<file path="src/rtl/gate_tt_sequencer.sv">
// ---------------------------------------------------------------------------
// gate_tt_sequencer
//
// Exhaustive truth-table checker for one combinational gate-under-test (GUT).
// A sweep drives every input vector 0 .. 2**N_IN-1 onto gut_in. Each vector
// is held for SETTLE_CYCLES edges and then sampled on one SAMPLE edge, where
// gut_out is compared with EXP_TABLE[vector]. At the end of the sweep the
// block pulses done and reports pass, the mismatch count and the index of
// the first failing vector.
//
// Parameters
//   N_IN           GUT input count (1..4); the sweep covers 2**N_IN vectors
//   EXP_TABLE      expected GUT output, bit k = expected output for vector k
//   SETTLE_CYCLES  edges each vector is held before it is sampled (>= 1)
//
// Ports
//   clk          in   1        rising-edge clock
//   rst          in   1        asynchronous reset, active-high
//   start        in   1        begin a sweep; only looked at while IDLE
//   gut_in       out  N_IN     GUT input drive (bit0 = A, bit1 = B, ...)
//   gut_out      in   1        GUT output, sampled directly (same clock domain)
//   busy         out  1        high while a sweep is in progress
//   done         out  1        one-cycle pulse at the end of a sweep
//   pass         out  1        last sweep had no mismatches; valid from done
//   err_count    out  N_IN+1   mismatches in the current / last sweep
//   first_fail   out  N_IN     first mismatching vector (valid if err_count!=0)
//   dbg_state_o  out  2        current FSM state, for checkers and debug
//
// Handshake: start is a plain level, not a valid/ready pair. It is accepted
// on any edge where the FSM is IDLE (including the done cycle) and ignored
// on every other edge; busy is the only "not ready" indication.
// ---------------------------------------------------------------------------
module gate_tt_sequencer #(
    parameter int                  N_IN          = 2,
    parameter logic [2**N_IN-1:0]  EXP_TABLE     = 4'b1000,
    parameter int                  SETTLE_CYCLES = 2
) (
    input  logic            clk,
    input  logic            rst,
    input  logic            start,
    output logic [N_IN-1:0] gut_in,
    input  logic            gut_out,
    output logic            busy,
    output logic            done,
    output logic            pass,
    output logic [N_IN:0]   err_count,
    output logic [N_IN-1:0] first_fail,
    output logic [1:0]      dbg_state_o
);

    localparam int EW    = N_IN + 1;
    // Counter must reach SETTLE_CYCLES (it keeps counting on the edge that
    // leaves SETTLE), so size it for SETTLE_CYCLES rather than SETTLE_CYCLES-1.
    localparam int CNT_W = $clog2(SETTLE_CYCLES + 1);

    localparam logic [CNT_W-1:0] CNT_LAST = CNT_W'(SETTLE_CYCLES - 1);
    localparam logic [N_IN-1:0]  IDX_LAST = N_IN'(2**N_IN - 1);

    typedef enum logic [1:0] {
        ST_IDLE   = 2'd0,
        ST_SETTLE = 2'd1,
        ST_SAMPLE = 2'd2
    } state_e;

    state_e            state_q,      state_d;
    logic [N_IN-1:0]   idx_q,        idx_d;
    logic [CNT_W-1:0]  cnt_q,        cnt_d;
    logic [N_IN-1:0]   gut_in_q,     gut_in_d;
    logic              busy_q,       busy_d;
    logic              done_q,       done_d;
    logic              pass_q,       pass_d;
    logic [N_IN:0]     err_q,        err_d;
    logic [N_IN-1:0]   first_fail_q, first_fail_d;

    logic              mismatch;

    // Only meaningful in SAMPLE; harmless elsewhere.
    assign mismatch = (gut_out != EXP_TABLE[idx_q]);

    // -----------------------------------------------------------------------
    // State register
    // -----------------------------------------------------------------------
    always_ff @(posedge clk or posedge rst) begin
        if (rst) begin
            state_q      <= ST_IDLE;
            idx_q        <= '0;
            cnt_q        <= '0;
            gut_in_q     <= '0;
            busy_q       <= 1'b0;
            done_q       <= 1'b0;
            pass_q       <= 1'b0;
            err_q        <= '0;
            first_fail_q <= '0;
        end else begin
            state_q      <= state_d;
            idx_q        <= idx_d;
            cnt_q        <= cnt_d;
            gut_in_q     <= gut_in_d;
            busy_q       <= busy_d;
            done_q       <= done_d;
            pass_q       <= pass_d;
            err_q        <= err_d;
            first_fail_q <= first_fail_d;
        end
    end

    // -----------------------------------------------------------------------
    // Next-state logic
    // -----------------------------------------------------------------------
    always_comb begin
        state_d      = state_q;
        idx_d        = idx_q;
        cnt_d        = cnt_q;
        gut_in_d     = gut_in_q;
        busy_d       = busy_q;
        done_d       = done_q;
        pass_d       = pass_q;
        err_d        = err_q;
        first_fail_d = first_fail_q;

        unique case (state_q)
            ST_IDLE: begin
                // done is a single-cycle pulse: any edge spent in IDLE ends it.
                done_d = 1'b0;
                if (start) begin
                    gut_in_d     = '0;
                    idx_d        = '0;
                    cnt_d        = '0;
                    err_d        = '0;
                    first_fail_d = '0;
                    pass_d       = 1'b0;
                    busy_d       = 1'b1;
                    state_d      = ST_SETTLE;
                end
            end

            ST_SETTLE: begin
                cnt_d = cnt_q + CNT_W'(1);
                if (cnt_q == CNT_LAST) begin
                    state_d = ST_SAMPLE;
                end
            end

            ST_SAMPLE: begin
                if (mismatch) begin
                    // At most 2**N_IN increments per sweep, which fits N_IN+1
                    // bits, so no saturation logic is needed.
                    err_d = err_q + EW'(1);
                    if (err_q == '0) begin
                        first_fail_d = idx_q;
                    end
                end

                if (idx_q != IDX_LAST) begin
                    idx_d    = idx_q + N_IN'(1);
                    gut_in_d = idx_q + N_IN'(1);
                    cnt_d    = '0;
                    state_d  = ST_SETTLE;
                end else begin
                    // Last vector: gut_in keeps driving it after the sweep.
                    cnt_d   = '0;
                    busy_d  = 1'b0;
                    done_d  = 1'b1;
                    pass_d  = (err_q == '0) && !mismatch;
                    state_d = ST_IDLE;
                end
            end

            default: begin
                state_d = ST_IDLE;
            end
        endcase
    end

    // -----------------------------------------------------------------------
    // Outputs
    // -----------------------------------------------------------------------
    assign gut_in      = gut_in_q;
    assign busy        = busy_q;
    assign done        = done_q;
    assign pass        = pass_q;
    assign err_count   = err_q;
    assign first_fail  = first_fail_q;
    assign dbg_state_o = state_q;

endmodule

</file>
<file path="config.mk">
export PLATFORM = sky130hd
export DESIGN_NAME = gate_tt_sequencer
export DESIGN_NICKNAME = d
export VERILOG_FILES = /design/src/rtl/gate_tt_sequencer.sv
export SDC_FILE = /design/constraint.sdc
export NUM_CORES = 1
export LEC_CHECK = 0
export ABC_AREA = 0
export CORE_UTILIZATION = 44
export CTS_CLUSTER_SIZE = 25
export DETAILED_ROUTE_END_ITERATION = 12
export PLACE_DENSITY = 0.76
export SYNTH_ARGS = -nofsm -noshare
export SYNTH_HDL_FRONTEND = slang
export SYNTH_SLANG_ARGS = --single-unit
export TNS_END_PERCENT = 20
</file>
<file path="constraint.sdc">
create_clock -name clk -period 1.6 [get_ports clk]
set_input_delay 0.16 -clock clk [delete_from_list [all_inputs] [get_ports clk]]
set_output_delay 0.16 -clock clk [all_outputs]
set_load 0.02 [all_outputs]
</file>
After elaboration in Yosys (flattened, before gate mapping)
Cells that the tools add are included.
{ "word_totals": {"regBits": 14, "in_bits": 4, "out_inout_bits": 12, "word_cells": 60} }
{ "classes": {"n_addsub": 3, "n_lt_le_gt_ge": 1, "n_eq_ne": 11, "muxes": 24, "n_reduce_logical": 13} }
{ "ops": {"columns": ["operator", "count"], "rows": [
  ["2-bit inequality test (second input constant)", 7],
  ["2-bit two-way mux", 6],
  ["2-bit case mux with 3 select lines", 2],
  ["3-bit AND reduction", 3],
  ["2-bit case mux with 2 select lines", 2],
  ["1-bit two-way mux", 7],
  ["3-bit two-way mux", 2],
  ["1-bit case mux with 2 select lines", 3],
  ["3-bit case mux with 2 select lines", 1],
  ["2-bit AND reduction", 3],
  ["2-bit by 1-bit adder with 2-bit output (second input constant)", 2],
  ["2-bit by 1-bit equality test with 1-bit output (second input constant)", 2],
  ["4-bit AND reduction", 1],
  ["3-bit by 1-bit adder with 3-bit output (second input constant)", 1],
  ["3-bit logical NOT", 1],
  ["2-bit by 3-bit less-than comparator with 1-bit output (second input constant)", 1],
  ["3-bit nonzero test", 1],
  ["1-bit binary-select mux with 2-bit select", 1],
  ["2-bit equality test (second input constant)", 1],
  ["2-bit logical NOT", 1],
  ["2-bit nonzero test", 1],
  ["1-bit logical AND", 1],
  ["1-bit logical NOT", 1],
  ["1-bit inequality test", 1]
]} }

Longest topological paths before layout
{ "depth": {"ltp_word": 7, "depth_mapped": 5, "ltp_nobuf": 5} }

Least setup slack after synthesis
OpenSTA, ideal clock, no wires.
{ "synth_timing": {"kind": "register -> register", "from": "register, netlist name gut_in[0]", "to": "register pass_q (netlist: pass)", "setup_time_ns": 0.092, "t_arrival_ns": 1.636, "t_required_ns": 1.508, "slack_ns": -0.128, "stages_incl_launch_ff": 5, "path_buffers": 0, "period_less_slack_ns": 1.728, "cell_sequence": "dfrtp_1 > ha_1 > xor2_2 > or4_1 > o31ai_2"} }
{ "synth_rtl": {"columns": ["element", "line", "text"], "rows": [
  ["to (signal assigned)", "101", "pass_q <= pass_d;"],
  ["to (decl)", "71", "logic pass_q, pass_d;"]
]} }

Worst setup path in the final report
{ "layout_timing": {"from": "register state_q[0] (netlist: dbg_state_o[0])", "to": "output dbg_state_o[0]"} }
{ "layout_rtl": {"columns": ["element", "line", "text"], "rows": [
  ["from (decl)", "65", "state_e state_q, state_d;"],
  ["from (signal assigned)", "95", "state_q <= state_d;"],
  ["to (decl)", "48", "output logic [1:0] dbg_state_o"]
]} }
No word-level cell between the ends.

==> metrics.txt <==
# TYPE chip_impl_metric gauge
chip_impl_metric{name="clock_transition_time_at_the_flip_flop_clock_pins_of_the_worst_setup_and_hold_paths",unit="ns"} 0.08
chip_impl_metric{name="timing.final.max_slew_violations",unit=""} 0
chip_impl_metric{name="layout.nets",unit=""} 107
chip_impl_info{name="cp-start-kind",value="register"} 1
chip_impl_metric{name="clock_latency",unit="ns"} 0.28
chip_impl_info{name="run_status",value="finished, violations left"} 1
chip_impl_metric{name="post_route_cells_drive_above_1_share",unit="%"} 18.37
chip_impl_metric{name="tightestPinTransition",unit="ns"} 0.5242
chip_impl_info{name="path_delay_family",value="buffers and inverters"} 1
chip_impl_info{name="setup.worst_path.end_class",value="output pin"} 1
chip_impl_metric{name="power_switching_share",unit="%"} 39.00
chip_impl_metric{name="maximum_number_of_pins_on_one_net_before_global_route_repair",unit=""} 15
chip_impl_metric{name="power_total",unit="mW"} 1.613
chip_impl_metric{name="route.detailed.vias_per_inst",unit=""} 5.404
chip_impl_metric{name="clock_path_buffers",unit=""} 2
chip_impl_metric{name="number_of_cts_inserted_buffers",unit=""} 3
chip_impl_metric{name="drt_first_pass_iters",unit=""} 8
chip_impl_metric{name="remaining_drc_errors",unit=""} 2
chip_impl_info{name="post_synth_most_frequent_cells",value="sky130_fd_sc_hd__dfrtp_1 (14), sky130_fd_sc_hd__inv_1 (8), sky130_fd_sc_hd__nand2_1 (6), sky130_fd_sc_hd__nor2_1 (6), sky130_fd_sc_hd__o21ai_0 (5)"} 1
chip_impl_metric{name="clock_power_share",unit="%"} 15.3
chip_impl_metric{name="fin_ws",unit="ns"} 0.05638
chip_impl_metric{name="min_period_over_period",unit="%"} 96.48
chip_impl_info{name="yosys.cell_count.top_type",value="sky130_fd_sc_hd__dfrtp_1"} 1
chip_impl_info{name="violated_checks",value="design-rule violations"} 1
chip_impl_info{name="timing.critical_path.slowest_stage_cell",value="sky130_fd_sc_hd__clkdlybuf4s50_1"} 1
chip_impl_metric{name="placement.io_buffers",unit=""} 15
chip_impl_info{name="path_class",value="reg2out"} 1
chip_impl_metric{name="synth.cell_area",unit="sq um"} 765.7
chip_impl_metric{name="timing.critical_path.fanout_max",unit=""} 11
chip_impl_metric{name="synthesis.area_per_instance",unit="sq um"} 9.817
chip_impl_info{name="cell_chain_critical_path",value="clkdlybuf4s50_1"} 1
chip_impl_metric{name="timing_hold_violations_final",unit=""} 0
chip_impl_metric{name="final_util",unit="%"} 65.01
chip_impl_metric{name="n_antenna_cell",unit=""} 0
chip_impl_metric{name="period_minus_slack",unit="ns"} 1.544
chip_impl_info{name="leading_register_cell_type_out_of_synthesis",value="sky130_fd_sc_hd__dfrtp_1"} 1
chip_impl_metric{name="core_area",unit="sq um"} 1559
chip_impl_metric{name="pwr-share-comb",unit="%"} 48.0
chip_impl_metric{name="synth.yosys.warnings",unit=""} 0
chip_impl_metric{name="die_w",unit="um"} 43.72
chip_impl_info{name="setup_repair_after_global_routing_missed_its_margin",value="yes"} 1
chip_impl_metric{name="yosys_register_bits",unit=""} 14
chip_impl_metric{name="path_buf_inv",unit=""} 1
chip_impl_info{name="synth.area.top_cells",value="sky130_fd_sc_hd__dfrtp_1 (46%), sky130_fd_sc_hd__ha_1 (6.5%), sky130_fd_sc_hd__mux2i_1 (5.2%)"} 1
chip_impl_metric{name="grt.overflow.total",unit=""} 0
chip_impl_metric{name="power_leakage",unit="nW"} 0.4749
chip_impl_metric{name="cts_hold_buf",unit=""} 0
chip_impl_metric{name="count_of_flip_flops_with_a_built_in_enable_after_synthesis",unit=""} 0
chip_impl_metric{name="seqCellArea",unit="sq um"} 355.3
chip_impl_metric{name="synth_top_area_share",unit="%"} 45.75
chip_impl_metric{name="max_stage_delay",unit="ns"} 0.64
chip_impl_metric{name="grt_use_total",unit="%"} 18.90
chip_impl_info{name="synthDominantAreaCellType",value="sky130_fd_sc_hd__dfrtp_1"} 1
chip_impl_metric{name="grt_pass1_vias",unit=""} 601
chip_impl_metric{name="pre_cts_slack",unit="ns"} 0.06723
chip_impl_metric{name="async_flop_share",unit="%"} 100.0
chip_impl_metric{name="timing.final.setup_violations",unit=""} 0
chip_impl_metric{name="max_clock_freq",unit="GHz"} 0.6478
chip_impl_metric{name="via_count",unit=""} 616
chip_impl_metric{name="timing.max_slew.rel_slack",unit="%"} 65.02
chip_impl_metric{name="timing.critical_path.required",unit="ns"} 1.44
chip_impl_metric{name="detailedRoute.firstIterationViolations",unit=""} 12
chip_impl_metric{name="pwr-share-seq",unit="%"} 36.8
chip_impl_metric{name="synthDistinctLibCells",unit=""} 27
chip_impl_metric{name="fp.dieH",unit="um"} 43.72
chip_impl_metric{name="globalplace.congestion",unit=""} 0.7393
chip_impl_metric{name="antenna_found_initial",unit=""} 0
chip_impl_info{name="cts.root.buffer_cell",value="sky130_fd_sc_hd__clkbuf_4"} 1
chip_impl_metric{name="initial_core_util",unit="%"} 49.12
chip_impl_metric{name="detail-route-antenna-nets",unit=""} 0
chip_impl_metric{name="clock_skew",unit="ns"} 0.004852
chip_impl_metric{name="cp.arrival",unit="ns"} 1.38
chip_impl_metric{name="pin_count",unit=""} 16
chip_impl_metric{name="die_area",unit="sq um"} 1911
chip_impl_metric{name="global_route_wire_length_before_repair",unit="um"} 2566
chip_impl_metric{name="route.detailed.wl_per_inst",unit="um"} 12.80
chip_impl_info{name="worstHoldPathType",value="in2async"} 1
chip_impl_info{name="tritoncts_clock_tree",value="done"} 1
chip_impl_metric{name="cts-htree-levels",unit=""} 1
chip_impl_metric{name="multi_input_area",unit="sq um"} 381.6
chip_impl_metric{name="synth.yosys.seq_area_share",unit="%"} 45.75
chip_impl_metric{name="area_delta_synth_final",unit="%"} 32.35
chip_impl_metric{name="internal_power",unit="mW"} 0.9841
chip_impl_metric{name="cell_pwr_density",unit="nW/um^2"} 1592
chip_impl_metric{name="irDropWorstVdd",unit="mV"} 0.9815
chip_impl_metric{name="place.detailed.hpwl",unit="um"} 1083
chip_impl_metric{name="total_switching_power",unit="mW"} 0.6292
chip_impl_metric{name="synthesis.instances",unit=""} 78
chip_impl_metric{name="max_cap_viol_count",unit=""} 0
chip_impl_metric{name="wl",unit="um"} 1459
chip_impl_metric{name="site_row_count",unit=""} 14
chip_impl_metric{name="cts_num_sinks",unit=""} 14
chip_impl_metric{name="fillerInstances",unit=""} 125
chip_impl_metric{name="net_count_synth",unit=""} 86
## state kept, by name, summed over array words and instances (netlist names)
| signal | cells |
|---|---|
| done | 1 |
| first_fail | 2 |
| gut_in | 2 |
| cnt_q | 2 |
| err_count | 3 |
| dbg_state_o | 2 |
| busy | 1 |
| pass | 1 |
## area by class of cell
| class | instances | share of cell area, % |
|---|---|---|
| Clock buffer | 4 | 3.580 |
| Multi-Input combinational cell | 52 | 37.65 |
| Sequential cell | 14 | 35.06 |
| Timing Repair Buffer | 20 | 18.77 |
| Tap cell | 16 | 1.975 |
| Inverter | 8 | 2.963 |
## worst reg2reg max path: cells and delay by family, from the launching register on
| family | cells | cell delay, ns |
|---|---|---|
| adders and majority gates | 1 | 0.20 |
| and+or+nand+nor | 1 | 0.42 |
| xor gates and xnor gates | 1 | 0.19 |
| AOI/OAI and AO/OA | 1 | 0.18 |
| DFF | 1 | 0.45 |
## stage by stage
stage / cell area (sq um) / setup TNS [ns] / std cells / hold WS [ns]
final: 1013 / 0 / 114 / 0.2102
after global routing: 1013 / -0.008599 / 114 / 0.2668
after global placement: 972.2 / 0 / 110 / 0.4811
after CTS: 1011 / 0 / 114 / 0.2242
after detailed placement: 972.2 / 0 / 110 / 0.4831
after floorplan: 780.7 / 0 / 78 / 0.04908
## logic make-up after synthesis
family	after synthesis	share of synthesized area [%]
flops	14	45.75
compound gates	18	16.50
mux	6	8.170
xor+xnor	1	2.125
buf+inv	12	6.045
fa+ha+maj	4	6.536
simple gates	23	14.87
## worst paths after layout
path                           startpoint        endpoint  slack, ns  cells after the start
max                        dbg_state_o[0]  dbg_state_o[0]       0.06                      1
min                                   rst            done       0.21                      2
max reg2reg                     gut_in[1]            pass       0.07                      4
min reg2reg                          done            done       0.50                      1
max in group asynchronous             rst  dbg_state_o[1]       1.01                      2
min in group clk                     done            done       0.50                      1
## cell usage in the layout (no fill, tap or decap), drive strengths merged, types with 4 or more instances in the layout
| master | count |
|---|---|
| clkdlybuf4s50 | 14 |
| dfrtp | 14 |
| inv | 8 |
| nor2 | 6 |
| nand2 | 6 |
| o21ai | 5 |
| buf | 5 |
| a22o | 4 |
| mux2i | 4 |
| ha | 4 |
| clkbuf | 4 |
## routing by layer
layer | global-route usage [%] | up-vias | part of all wire [%] | routed length, um
li1 | - | 315 | - | -
met1 | 21.72 | 286 | 45 | 662
met2 | 30.75 | 13 | 47 | 692
met3 | 7.083 | 2 | 4.9 | 71
met4 | 9.375 | 0 | 2.1 | 31
met5 | 0 | - | 0 | 0
## timing repair
item | 4_1_cts | 5_1_grt
setup endpoints to repair | 2 | 2
setup buffers | 0 | 0
gates resized for setup | 2 | 1
## power groups by stage
| stage | sequential [mW] | clock [mW] | combinational, mW |
|---|---|---|---|
| after floorplan | 0.633 | 0 | 0.445 |
| after global placement | 0.585 | 0 | 0.773 |
| after detailed placement | 0.596 | 0 | 0.776 |
| after CTS | 0.594 | 0.255 | 0.781 |
| after global routing | 0.612 | 0.273 | 0.868 |
| final | 0.593 | 0.246 | 0.774 |
(Power assumes the default switching activity.)
